[src/rtl/latch_write_arbiter.sv]
// Two-requester round-robin arbiter driving a shared latch bank with a setup/enable/hold write sequence.
// Optional shadow copy of the bank with a read port when LWA_SHADOW_EN is defined.
module latch_write_arbiter #(
  parameter int unsigned DW   = 8,
  parameter int unsigned NENT = 4,
  localparam int unsigned AW  = (NENT > 1) ? $clog2(NENT) : 1
) (
  input  logic            Clk,
  input  logic            Rst,
  input  logic            Req0,
  input  logic            Req1,
  input  logic [AW-1:0]   Addr0,
  input  logic [AW-1:0]   Addr1,
  input  logic [DW-1:0]   Data0,
  input  logic [DW-1:0]   Data1,
  output logic            Gnt0,
  output logic            Gnt1,
  output logic            Done0,
  output logic            Done1,
  output logic [DW-1:0]   Lat_D,
  output logic [NENT-1:0] Lat_En,
  output logic            Busy
`ifdef LWA_SHADOW_EN
  ,
  input  logic [AW-1:0]   Rd_Addr,
  output logic [DW-1:0]   Rd_Q
`endif
);

  typedef enum logic [1:0] {IDLE, SETUP, ENABLE, HOLD} state_t;

  state_t          state_q, state_d;
  logic            owner_q;
  logic            ptr_q;
  logic [AW-1:0]   addr_q;
  logic [DW-1:0]   data_q;
  logic            start_c;
  logic            win_c;
  logic            addr_ok_c;

  // State, captured request and round-robin pointer
  always_ff @(posedge Clk) begin
    if (Rst) begin
      state_q <= IDLE;
      owner_q <= 1'b0;
      ptr_q   <= 1'b0;
      addr_q  <= '0;
      data_q  <= '0;
    end else begin
      state_q <= state_d;
      if (start_c) begin
        owner_q <= win_c;
        addr_q  <= win_c ? Addr1 : Addr0;
        data_q  <= win_c ? Data1 : Data0;
        ptr_q   <= ~win_c;
      end
    end
  end

  // Next state, arbitration and Moore output decode
  always_comb begin
    state_d   = state_q;
    start_c   = 1'b0;
    win_c     = 1'b0;
    addr_ok_c = (32'(addr_q) < NENT);
    Busy      = 1'b0;
    Gnt0      = 1'b0;
    Gnt1      = 1'b0;
    Done0     = 1'b0;
    Done1     = 1'b0;
    Lat_D     = '0;
    Lat_En    = '0;

    case (state_q)
      IDLE: begin
        if (Req0 || Req1) begin
          start_c = 1'b1;
          win_c   = (Req0 && Req1) ? ptr_q : Req1;
          state_d = SETUP;
        end
      end
      SETUP:   state_d = ENABLE;
      ENABLE:  state_d = HOLD;
      HOLD:    state_d = IDLE;
      default: state_d = IDLE;
    endcase

    if (state_q != IDLE) begin
      Busy  = 1'b1;
      Gnt0  = ~owner_q;
      Gnt1  = owner_q;
      Lat_D = data_q;
    end
    // Enable only in the middle cycle so D is stable one cycle either side
    if (state_q == ENABLE && addr_ok_c) begin
      Lat_En = NENT'(1) << addr_q;
    end
    if (state_q == HOLD) begin
      Done0 = ~owner_q;
      Done1 = owner_q;
    end
  end

`ifdef LWA_SHADOW_EN
  logic [DW-1:0] shadow_q [NENT];

  // Mirror of the latch bank, written as the enable closes
  always_ff @(posedge Clk) begin
    if (Rst) begin
      shadow_q <= '{default: '0};
    end else if (state_q == ENABLE && addr_ok_c) begin
      shadow_q[addr_q] <= data_q;
    end
  end

  always_comb begin
    Rd_Q = '0;
    if (32'(Rd_Addr) < NENT) begin
      Rd_Q = shadow_q[Rd_Addr];
    end
  end
`endif

endmodule
[config.mk]
export PLATFORM = sky130hd
export DESIGN_NAME = latch_write_arbiter
export DESIGN_NICKNAME = d
export VERILOG_FILES = /design/src/rtl/latch_write_arbiter.sv
export SDC_FILE = /design/constraint.sdc
export NUM_CORES = 1
export LEC_CHECK = 0
export CAP_MARGIN = 20
export CORE_MARGIN = 2
export CORE_UTILIZATION = 42
export CTS_BUF_LIST = sky130_fd_sc_hd__clkbuf_8
export DETAILED_ROUTE_END_ITERATION = 6
export DONT_BUFFER_PORTS = 1
export GPL_ROUTABILITY_DRIVEN = 0
export PLACE_DENSITY = 0.66
export SYNTH_ARGS = -nofsm -noshare
export SYNTH_HDL_FRONTEND = slang
export SYNTH_SLANG_ARGS = --single-unit
[constraint.sdc]
create_clock -name Clk -period 2 [get_ports Clk]
set_clock_uncertainty 0.2 [all_clocks]
set_input_delay 0.4 -clock Clk [delete_from_list [all_inputs] [get_ports Clk]]
set_output_delay 0.4 -clock Clk [all_outputs]
set_load 0.05 [all_outputs]
Word level (Yosys, flattened, before mapping)
Index checks and enable logic that the tools add are counted.
Storage, ports and cells
  register bits after elaboration: 14
  output and inout port bits: 17
  word-level logic and storage cells: 32
Operators by class
  equality and inequality tests: 4
  shifts and indexed selects: 1
  multiplexer cells: 16
  bitwise logic cells: 2
  reductions and logical operators: 4
Operator list (number)
  2-to-1 mux 8 bit: 2
  2-to-1 mux 1 bit: 10
  one-hot mux 2 bit (4 select lines): 1
  == test 2 bit (second input constant): 2
  2-to-1 mux 2 bit: 2
  2-to-1 mux 4 bit: 1
  << shifter 1 x 2 -> 4 bit (first input constant): 1
  == test 2 x 1 -> 1 bit (second input constant): 1
  zero test 2 bit: 1
  inequality test 2 bit (second input constant): 1
  NOT 1 bit: 2
  nonzero test 2 bit: 1
  logical AND 1 bit: 1
  logical OR 1 bit: 1

Depth between registers and ports, before layout
  depth in word-level cells: 5
  mapped depth: 7
  depth with buffers taken out: 5

Least setup slack after synthesis
OpenSTA, ideal clock, no wires.
  path type: register -> output
  from: register state_q[0]
  to: output Lat_En[0]
  arrival: 1.740 ns
  path slack: -0.340 ns
  stages on the path, launching flop included: 4
  path through: dfxtp_1 -> inv_1 -> ha_1 -> nor3b_1
On the way
  longest elaborated chain between the ends: 2
RTL lines
  start, declared: line 32  | state_t state_q, state_d;
  start signal, assigned: line 50  | state_q <= state_d;
  == test 2 bit: line 95  | if (state_q == ENABLE && addr_ok_c) begin
  2-to-1 mux 4 bit: line 95
  end, declared: line 21  | output logic [NENT-1:0] Lat_En,
Every way passes these cells.

Worst setup path in the final report
  from: register state_q[1]
  to: output Lat_D[0]
On the way
  longest elaborated chain between the ends: 2
RTL lines
  nonzero test 2 bit: line 88  | if (state_q != IDLE) begin
  2-to-1 mux 8 bit: line 88
  end, declared: line 20  | output logic [DW-1:0] Lat_D,
Every way passes these cells.

==> impl_metrics.tcl <==
set metrics [dict create \
    syn_nets 127 \
    power_mw 1.78 \
    cp_data_arrival_time_ps 1340 \
    hold_path.class "input port to flip-flop" \
    dpl_worst_slack_ps 153 \
    vias 807 \
    drv_slew 0 \
    clockBufferDepth 2 \
    cp-start-kind "flip-flop" \
    overflow 0 \
    remaining_drc_errors 0 \
    clk_latency_ps 240 \
    die-area_mm2 0.00232 \
    postCtsSetupBuffers 0 \
    crit_chain "inv_1 -> ha_4 -> buf_12 -> nor2b_1 -> buf_4" \
    dp_hpwl_mm 1.56 \
    r2r-end "data_q[3]$_SDFFE_PP0P_" \
    drt-total-wl_mm 2.21 \
    area_growth_syn_to_layout_pct 25.9 \
    synth_seq_cells 14 \
    setup_viol 0 \
    stdcell_area_mm2 0.00103 \
    track_usage_pct 20.6 \
    worstPathMaxFanout 17 \
    dieHeight_um 48.2 \
    nNetsFinal 141 \
    setup_tns_ps 0 \
    relSlewSlack_pct 50.3 \
    synth.avg_cell_area_um2 8.21 \
    reg2regPathDepth 6 \
    n_fill_cell 180 \
    cts.sinks 14 \
    cts-root-buf "clkbuf_8" \
    min-delay-start "Rst" \
    p_leak_nw 0.389 \
    min_period_ps 1940 \
    hold_viol 0 \
    worst_slew_pin_slew_ps 737 \
    grt_pass1_wl_mm 3.29 \
    rrSetupSlack_ps 200 \
    final_core_util_pct 58.0 \
    maxCapViolations 0 \
    ys_types 31 \
    worst_slack_ps 56.7 \
    numCtsBuffers 3 \
    drt_iter0_markers 5 \
    synth_sequential_area_ratio_pct 34.1 \
    endpoint_kind "output port" \
    cp.required_ps 1400 \
    io-pin-count 41 \
    ir_worst_vdd_v 0.000725 \
    outcome "complete, no violations" \
    drive_above_1_share_pct 26.8 \
    grt_pass1_vias 739 \
    synth_cells 100 \
    yosysWarnings 0 \
    final_cells 137 \
    die-width_um 48.2 \
    netlist_top_cells_area "dfxtp_1 (34%), nor2b_1 (7.6%), a2111oi_0 (5.3%)" \
    hold_ws_ps 21.3 \
    path_class "flip-flop to output port" \
    antenna_found_initial 0 \
    placed_cells 134 \
    synth_top_area_share_pct 34.1 \
    clk_pin_slew_ps 60 \
    final_cell_mix "dfxtp_1 (14), buf_4 (11), nor2_1 (10)" \
    grt_max_degree 18 \
    port_buffers 0 \
    antennaDiodeCount 0 \
    finalCritPeriodShare_pct 97.2 \
    clock.fmax_mhz 515 \
    layout_commonest_cell "dfxtp_1" \
    num_rows 15 \
    synth_area_leader_cell "dfxtp_1" \
    cts_tree "done" \
    hold_path_depth 1 \
    wl_per_cell_um 16.2 \
    core-area_mm2 0.00178 \
    max_stage_delay_ps 360 \
    p_per_area_mw_per_mm2 1720 \
    cts.hold.buffers_added 0 \
    antenna_left 0 \
    drtPass1Iterations 4 \
    viasPerCell 5.89 \
    mappedNetlistArea_um2 821 \
    crit_slowest_cell "dfxtp_1" \
    dpl_cell_area_um2 946 \
    htree_levels 1 \
    holdPathEnd "data_q[6]$_SDFFE_PP0P_" \
    r2r_start "state_q[0]$_SDFFE_PP0P_" \
    start_util_pct 46.0 \
]
registers in the layout (all words and copies together), names as in the netlist:
register,count
ptr_q,1
owner_q,1
addr_q,2
state_q,2
data_q,8
worst max-delay path by stage:
stage                                 start                endpoint  slack [ps]  cells past startpoint
global route        state_q[1]$_SDFFE_PP0P_                Lat_D[0]        -0.4                      5
finish              state_q[1]$_SDFFE_PP0P_                Lat_D[0]          60                      5
global placement    state_q[0]$_SDFFE_PP0P_  data_q[7]$_SDFFE_PP0P_         180                      6
CTS                 state_q[0]$_SDFFE_PP0P_                Lat_D[6]          20                      5
detailed placement  state_q[0]$_SDFFE_PP0P_  data_q[3]$_SDFFE_PP0P_         150                      6
floorplan           state_q[0]$_SDFFE_PP0P_                Lat_D[4]        -240                      5
cells in the mapped netlist:
library cell,instances
nor2b_1,10
clkinv_1,1
nor3b_1,1
o21ai_0,1
and2_1,1
ha_1,3
and3b_1,1
nor4_1,5
nand2_1,7
nor2_1,10
a31oi_1,5
and3_1,1
buf_6,1
and2b_2,1
a2111oi_0,5
a2bb2oi_1,1
o211ai_1,5
a21oi_1,1
buf_2,2
clkbuf_1,2
nor3_1,6
o21a_1,1
a211oi_1,1
buf_4,3
or4_1,1
o22ai_1,1
inv_2,1
inv_1,2
dfxtp_1,14
o31ai_1,1
o2111ai_1,5
layer usage:
| layer | vias to the layer above | share of wire, % | GRT usage (%) |
|---|---|---|---|
| met5 | - | 0 | 0 |
| met4 | 0 | 0.81 | 6.49 |
| met3 | 2 | 5.7 | 3.70 |
| met2 | 26 | 52 | 36.6 |
| met1 | 379 | 41 | 25.1 |
| li1 | 400 | - | - |
cell families (layout without fill, tap and decap cells):
logic type	Yosys count	after routing	share of synthesized area, %
buf+inv	12	24	8.08
flops	14	14	34.1
simple gates	44	44	28.4
compound gates	27	27	24.8
fa+ha+maj	3	3	4.57
critical path: cells and delay by family, from the launching register on:
family / cells / cell delay (ps)
AND/OR/NAND/NOR: 1 / 110
adder cells (fa/ha/maj): 1 / 190
buffers and inverters: 3 / 440
flip-flops: 1 / 360
layout make-up:
class	instances	area [µm²]	share of cell area (%)
clock buffer	3	41.3	4.00
inverter	4	15.0	1.45
multi-input combinational	74	507	49.0
sequential	14	280	27.1
tap	25	31.3	3.03
timing repair buffer	17	159	15.4
power by group:
part | internal, mW | total [mW] | switching, mW
Clock | 0.133 | 0.225 | 0.0921
Combinational | 0.390 | 1.10 | 0.707
Sequential | 0.376 | 0.456 | 0.0806
Total | 0.899 | 1.78 | 0.879
timing repair:
action	in CTS	in global routing
gates resized for setup	2	11
pin swaps	0	0
endpoints found under the setup margin	9	9
No activity file was read; power rests on OpenSTA's default activity.
